## config.mk

```make
export PLATFORM = sky130hd
export DESIGN_NAME = systolic_result_drain_flat
export DESIGN_NICKNAME = d
export VERILOG_FILES = /design/src/rtl/systolic_result_drain_if.sv /design/src/rtl/systolic_result_drain.sv /design/src/flat_wrapper.sv
export SDC_FILE = /design/constraint.sdc
export NUM_CORES = 2
export LEC_CHECK = 0
export CORE_ASPECT_RATIO = 1.4
export CORE_MARGIN = 4
export CORE_UTILIZATION = 45
export DETAILED_ROUTE_END_ITERATION = 16
export PLACE_DENSITY_LB_ADDON = 0.3
export SETUP_SLACK_MARGIN = 0.2
export SLEW_MARGIN = 10
export SYNTH_ARGS = -nofsm -noshare
export SYNTH_HDL_FRONTEND = slang
export SYNTH_SLANG_ARGS = --single-unit
export TNS_END_PERCENT = 30
```

## constraint.sdc

```tcl
create_clock -name clk -period 33.2 [get_ports clk]
set_input_delay 9.96 -clock clk [delete_from_list [all_inputs] [get_ports clk]]
set_output_delay 9.96 -clock clk [all_outputs]
set_load 0.02 [all_outputs]
```

## src/rtl/systolic_result_drain_if.sv

```systemverilog
// Result stream between the drain stage and its consumer: one word per
// valid/ready handshake, tagged with its row-major index and a last flag.
interface systolic_result_drain_if #(
   parameter int DATA_W = 64
);
   logic [DATA_W-1:0] res_data;
   logic              res_valid;
   logic              res_ready;
   logic [3:0]        res_index;
   logic              res_last;

   modport master (
      output res_data,
      output res_valid,
      output res_index,
      output res_last,
      input  res_ready
   );

   modport slave (
      input  res_data,
      input  res_valid,
      input  res_index,
      input  res_last,
      output res_ready
   );
endinterface

```

## src/rtl/systolic_result_drain.sv

```systemverilog
// Drain stage for the 3x3 systolic array: waits LATENCY edges after start, snapshots
// the nine accumulators, then streams them out row-major over a valid/ready port.
module systolic_result_drain #(
   parameter int LATENCY = 12,
   parameter int DATA_W  = 64
) (
   input  logic                 clk,
   input  logic                 rst,
   input  logic                 start_i,
   input  logic [DATA_W-1:0]    adder_out1_i,
   input  logic [DATA_W-1:0]    adder_out2_i,
   input  logic [DATA_W-1:0]    adder_out3_i,
   input  logic [DATA_W-1:0]    adder_out4_i,
   input  logic [DATA_W-1:0]    adder_out5_i,
   input  logic [DATA_W-1:0]    adder_out6_i,
   input  logic [DATA_W-1:0]    adder_out7_i,
   input  logic [DATA_W-1:0]    adder_out8_i,
   input  logic [DATA_W-1:0]    adder_out9_i,
   systolic_result_drain_if.master res_if,
   output logic                 busy_o,
   output logic                 start_err_o
);

   typedef enum logic [1:0] {
      ST_IDLE  = 2'd0,
      ST_WAIT  = 2'd1,
      ST_DRAIN = 2'd2
   } state_t;

   localparam logic [7:0] LAT_M1   = 8'(LATENCY - 1);
   localparam logic [3:0] LAST_IDX = 4'd8;

   state_t            state_q, state_d;
   logic [7:0]        cnt_q, cnt_d;
   logic [3:0]        idx_q, idx_d;
   logic              start_err_q, start_err_d;
   logic              snap_load;
   logic              drain_w;
   logic              hs_w;
   logic              final_hs_w;
   logic [DATA_W-1:0] adder_w [9];
   logic [DATA_W-1:0] snap_q  [9];

   assign adder_w[0] = adder_out1_i;
   assign adder_w[1] = adder_out2_i;
   assign adder_w[2] = adder_out3_i;
   assign adder_w[3] = adder_out4_i;
   assign adder_w[4] = adder_out5_i;
   assign adder_w[5] = adder_out6_i;
   assign adder_w[6] = adder_out7_i;
   assign adder_w[7] = adder_out8_i;
   assign adder_w[8] = adder_out9_i;

   assign drain_w    = (state_q == ST_DRAIN);
   assign hs_w       = drain_w && res_if.res_ready;
   assign final_hs_w = hs_w && (idx_q == LAST_IDX);

   always_ff @(posedge clk or posedge rst) begin
      if (rst) begin
         state_q     <= ST_IDLE;
         cnt_q       <= '0;
         idx_q       <= '0;
         start_err_q <= 1'b0;
      end else begin
         state_q     <= state_d;
         cnt_q       <= cnt_d;
         idx_q       <= idx_d;
         start_err_q <= start_err_d;
      end
   end

   // The whole bank is captured on one edge so the drained words form a coherent set.
   always_ff @(posedge clk or posedge rst) begin
      if (rst) begin
         for (int i = 0; i < 9; i++) begin
            snap_q[i] <= '0;
         end
      end else if (snap_load) begin
         for (int i = 0; i < 9; i++) begin
            snap_q[i] <= adder_w[i];
         end
      end
   end

   always_comb begin
      state_d     = state_q;
      cnt_d       = cnt_q;
      idx_d       = idx_q;
      start_err_d = 1'b0;
      snap_load   = 1'b0;
      case (state_q)
         ST_IDLE: begin
            if (start_i) begin
               state_d = ST_WAIT;
               cnt_d   = LAT_M1;
            end
         end
         ST_WAIT: begin
            start_err_d = start_i;
            if (cnt_q == 8'd0) begin
               snap_load = 1'b1;
               idx_d     = '0;
               state_d   = ST_DRAIN;
            end else begin
               cnt_d = cnt_q - 8'd1;
            end
         end
         ST_DRAIN: begin
            // A start coinciding with the last handshake chains a new window with no gap.
            if (final_hs_w) begin
               idx_d = '0;
               if (start_i) begin
                  state_d = ST_WAIT;
                  cnt_d   = LAT_M1;
               end else begin
                  state_d = ST_IDLE;
               end
            end else begin
               start_err_d = start_i;
               if (hs_w) begin
                  idx_d = idx_q + 4'd1;
               end
            end
         end
         default: begin
            state_d = ST_IDLE;
         end
      endcase
   end

   assign res_if.res_valid = drain_w;
   assign res_if.res_index = idx_q;
   assign res_if.res_last  = drain_w && (idx_q == LAST_IDX);
   assign res_if.res_data  = drain_w ? snap_q[idx_q] : '0;
   assign busy_o           = (state_q != ST_IDLE);
   assign start_err_o      = start_err_q;

endmodule

```

## src/flat_wrapper.sv

```systemverilog
// flat-port wrapper written by rule: the top's interface ports become plain ports
module systolic_result_drain_flat 
#(
   parameter int LATENCY = 12,
   parameter int DATA_W  = 64
)
  (clk, rst, start_i, adder_out1_i, adder_out2_i, adder_out3_i, adder_out4_i, adder_out5_i, adder_out6_i, adder_out7_i, adder_out8_i, adder_out9_i, busy_o, start_err_o, res_if_res_data, res_if_res_valid, res_if_res_index, res_if_res_last, res_if_res_ready);
  systolic_result_drain_if #(.DATA_W(DATA_W)) res_if_i ();
  input  logic clk;
  input  logic rst;
  input  logic start_i;
  input  logic [DATA_W-1:0] adder_out1_i;
  input  logic [DATA_W-1:0] adder_out2_i;
  input  logic [DATA_W-1:0] adder_out3_i;
  input  logic [DATA_W-1:0] adder_out4_i;
  input  logic [DATA_W-1:0] adder_out5_i;
  input  logic [DATA_W-1:0] adder_out6_i;
  input  logic [DATA_W-1:0] adder_out7_i;
  input  logic [DATA_W-1:0] adder_out8_i;
  input  logic [DATA_W-1:0] adder_out9_i;
  output logic busy_o;
  output logic start_err_o;
  output wire logic [$bits(res_if_i.res_data)-1:0] res_if_res_data;
  output wire logic [$bits(res_if_i.res_valid)-1:0] res_if_res_valid;
  output wire logic [$bits(res_if_i.res_index)-1:0] res_if_res_index;
  output wire logic [$bits(res_if_i.res_last)-1:0] res_if_res_last;
  input wire logic [$bits(res_if_i.res_ready)-1:0] res_if_res_ready;
  assign res_if_res_data = res_if_i.res_data;
  assign res_if_res_valid = res_if_i.res_valid;
  assign res_if_res_index = res_if_i.res_index;
  assign res_if_res_last = res_if_i.res_last;
  assign res_if_i.res_ready = res_if_res_ready;
  systolic_result_drain #(.LATENCY(LATENCY), .DATA_W(DATA_W)) u_core (.clk(clk), .rst(rst), .start_i(start_i), .adder_out1_i(adder_out1_i), .adder_out2_i(adder_out2_i), .adder_out3_i(adder_out3_i), .adder_out4_i(adder_out4_i), .adder_out5_i(adder_out5_i), .adder_out6_i(adder_out6_i), .adder_out7_i(adder_out7_i), .adder_out8_i(adder_out8_i), .adder_out9_i(adder_out9_i), .res_if(res_if_i), .busy_o(busy_o), .start_err_o(start_err_o));
endmodule
```

==> impl_results.md <==
* # IOs at 652
* DP Worst Slack at 19.00 ns
* Pwr per Cell Area at 73.2 nW/um2
* Post-CTS Hold Fix Bufs at 0
* Initial Utilization at 0.454
* Initial DRC count at 1118
* Tmin final at 14.78 ns
* FP Rows at 110
* Status: completed
* Clk sinks at 591
* Largest net degree at the start of global routing at 146
* PortBufs at 651
* Crit path kind: reg2out
* Maxcap violations at 0
* Max Slew Vio Count at 0
* Cell Area, Synth at 29300 um2
* Capture point of the worst path: res_if_res_data[21]
* Core Footprint at 64400 um2
* Register-to-Register Path Depth at 7
* Synthesized area per cell at 15.9 um2
* Routed WL at 86.3 mm
* Worst-Margin Slew at 1.13 ns
* Largest family of logic cells by synthesized area: multiplexers
* Seq/Total Area, Yosys at 0.506
* Total GRT Usage at 0.240
* Synth cell types at 50
* Yosys Warn Count at 0
* Synth Area in XOR/XNOR at 0
* Highest clock rate at 67.7 MHz
* VDD IR max at 0.0521 mV
* Initial antenna violation count at 37
* Worst Setup SP: u_core.res_if.res_index[0]
* CTS root buf: clkbuf_16
* Final setup vio count at 0
* Avg WL per Cell at 25.7 um
* Post-Synth Adder-Cell Area at 0.00342
* Layout Nets at 3026
* FF-to-FF Start: u_core.state_q[1]
* Mux contribution to synthesized area at 0.390
* Clock Latency Late Sink at 0.62 ns
* Vias at 18200
* Synth Area in Compound Gates at 0.0372
* Final Hold Fails at 0
* Max clock buf depth at 3
* Chip width at 223 um
* Post-route ant nets at 0
* Layout cells sized above 1 at 0.367
* Leak Pwr at 18.0 nW
* CTS buffer count at 58
* Syn Nets at 2425
* HPWL Detailed at 60.6 mm
* Rel. slew slack at 0.248
* Mapped Cells at 1837
* Setup Fix Bufs, Post-CTS at 0
* R2R Setup Slk at 28.57 ns
* Asr flop ratio synth at 1.00
* Grt total ovfl at 0
* Fill count at 4995
* Die Ht at 310 um
* Startpoint types: flip-flop
* DRC at 0
* Critical path peak fanout at 70
* Skew final at 0.0241 ns
* Worst EP required at 23.24 ns
* Setup TNS Final at 0 ns
* H-tree depth at 2
* Area Growth Syn to Fin at 30.9%
* GPL Wtd Cong at 0.872
* Post-Synth Simple-Gate Area at 0.0280
* EDFF count, synth at 0
* CTS clk-pin slew, worst paths at 0.06 ns
* Top cells by area, synth: dfrtp_1 51%, mux2_4 28%, mux2_2 6.4%, mux4_2 4.9%, buf_6 2.3%
* Capturing point of the worst reg2reg path: u_core.snap_q[329]
* Die area at 69200 um2
* Part of the cycle the worst path needs at 0.445
* Most used flip-flop cell after synthesis: dfrtp_1
* Pre-antenna DRT Iters at 5
* Vias per cell at 5.41
* RSZ-0062 raised after global routing: false
* CTS tree: built
* Crit path arrival time at 4.82 ns
* Crit end category: output pin
* Hold WC Path Type: reg2reg
* Seq cells post-synth at 591
* Synth area leader: dfrtp_1
* First-pass GRT wire length at 128 mm
* Post-route setup slack at 18.42 ns
* Share of the synthesized area in the top cell type at 0.506
* Post-cts gate resize count at 0
* Vias in the first global route at 20600
## critical path, stage by stage, from the launching register on
cell             delay, ns
dfrtp_4               0.83
buf_4                 0.70
buf_4                 0.93
mux4_2                0.61
nor2_1                0.12
nor3_1                0.06
a21o_1                0.19
clkdlybuf4s50_1       0.59
## placed cells by master (no fill, tap or decap), types with 3 or more instances in the layout
| cell type | Yosys | routed |
|---|---|---|
| mux2_4 | 540 | 540 |
| dfrtp_4 | 0 | 3 |
| clkbuf_8 | 0 | 18 |
| clkbuf_1 | 35 | 3 |
| o21ai_0 | 3 | 3 |
| clkinvlp_4 | 0 | 7 |
| o22ai_1 | 64 | 64 |
| nand3_1 | 4 | 3 |
| bufinv_16 | 0 | 7 |
| a31oi_1 | 4 | 4 |
| clkinv_2 | 0 | 12 |
| clkdlybuf4s50_1 | 0 | 651 |
| nor2_1 | 71 | 71 |
| dfrtp_1 | 591 | 588 |
| mux4_2 | 64 | 64 |
| nor3_1 | 67 | 67 |
| ha_1 | 8 | 8 |
| buf_4 | 0 | 21 |
| mux2_2 | 165 | 165 |
| inv_1 | 12 | 11 |
| nand2_1 | 4 | 3 |
| a21o_1 | 64 | 64 |
| clkbuf_16 | 0 | 61 |
| and3_1 | 3 | 3 |
| diode_2 | 0 | 33 |
## final cells by class
class / instances / area [um2] / area share
Timing Repair Buffer: 674 / 6710 / 0.175
Inverter: 12 / 52.6 / 0.00137
Antenna cell: 33 / 82.6 / 0.00216
Multi-Input combinational cell: 1101 / 13500 / 0.352
Sequential cell: 591 / 14800 / 0.387
Clock inverter: 28 / 340 / 0.00889
Clock buffer: 82 / 1790 / 0.0466
Tap cell: 840 / 1050 / 0.0275
## metal layers
metal | GRT usage | part of all wire
met1 | 0.289 | 0.39
met2 | 0.409 | 0.51
met5 | 0 | 0.00085
met4 | 0.104 | 0.034
met3 | 0.0611 | 0.065
## where the power goes
| group | switching, W | internal [W] |
|---|---|---|
| Combinational | 0.000329 | 0.000611 |
| Clock | 0.000296 | 0.000429 |
| Sequential | 0.000171 | 0.000965 |
| Total | 0.000796 | 0.00201 |
## through the flow
| stage | power (W) | hold WS [ns] | area, um2 | cells | util |
|---|---|---|---|---|---|
| 6_report | 0.00280 | 0.501 | 38300 | 3361 | 0.594 |
| 3_5_place_dp | 0.00208 | 0.488 | 36100 | 3218 | 0.560 |
| 5_1_grt | 0.00293 | 0.515 | 38300 | 3358 | 0.594 |
| 2_1_floorplan | 0.00178 | 0.474 | 29300 | 1837 | - |
| 4_1_cts | 0.00282 | 0.503 | 38200 | 3328 | 0.593 |
| 3_3_place_gp | 0.00205 | 0.482 | 36100 | 3218 | 0.560 |
## kinds of logic (layout without fill, tap and decap cells)
kind of cell,count (synthesis),after routing
buffers and inverters,145,796
muxes,770,770
other,0,33
adders and majority gates,8,8
AOI/OAI and AO/OA,155,155
and+or+nand+nor,168,168
DFF,591,591
## worst min-delay path by stage
stage / depth (start not counted) / slack (ns) / endpoint / startpoint
floorplan: 1 / 0.47 / u_core.snap_q[429] / u_core.snap_q[429]
global placement: 1 / 0.48 / u_core.snap_q[435] / u_core.snap_q[435]
detailed placement: 1 / 0.49 / u_core.snap_q[444] / u_core.snap_q[444]
CTS: 1 / 0.50 / u_core.snap_q[444] / u_core.snap_q[444]
global route: 1 / 0.51 / u_core.snap_q[229] / u_core.snap_q[229]
finish: 1 / 0.50 / u_core.snap_q[444] / u_core.snap_q[444]
## flip-flops by register name, indices dropped and copies added, names as in the netlist
signal                   cells
u_core.res_if.res_index      4
u_core.state_q               2
u_core.start_err_o           1
u_core.snap_q              576
u_core.cnt_q                 8
## synthesized netlist by cell type, types with 2 or more instances
library cell	count
o22ai_1	64
a211o_1	2
nand2b_1	3
mux2_2	165
and2_1	2
and3_1	3
a21o_1	64
mux4_2	64
buf_1	6
nor3b_1	2
o21ai_0	3
nor2_1	71
a21boi_0	2
a21oi_1	2
buf_2	31
nand3_1	4
nor3_1	67
mux2_4	540
dfrtp_1	591
o211ai_1	2
nor2b_1	2
nand2_1	4
buf_6	61
ha_1	8
clkbuf_1	35
a31oi_1	4
inv_1	12
(Power assumes the default switching activity.)
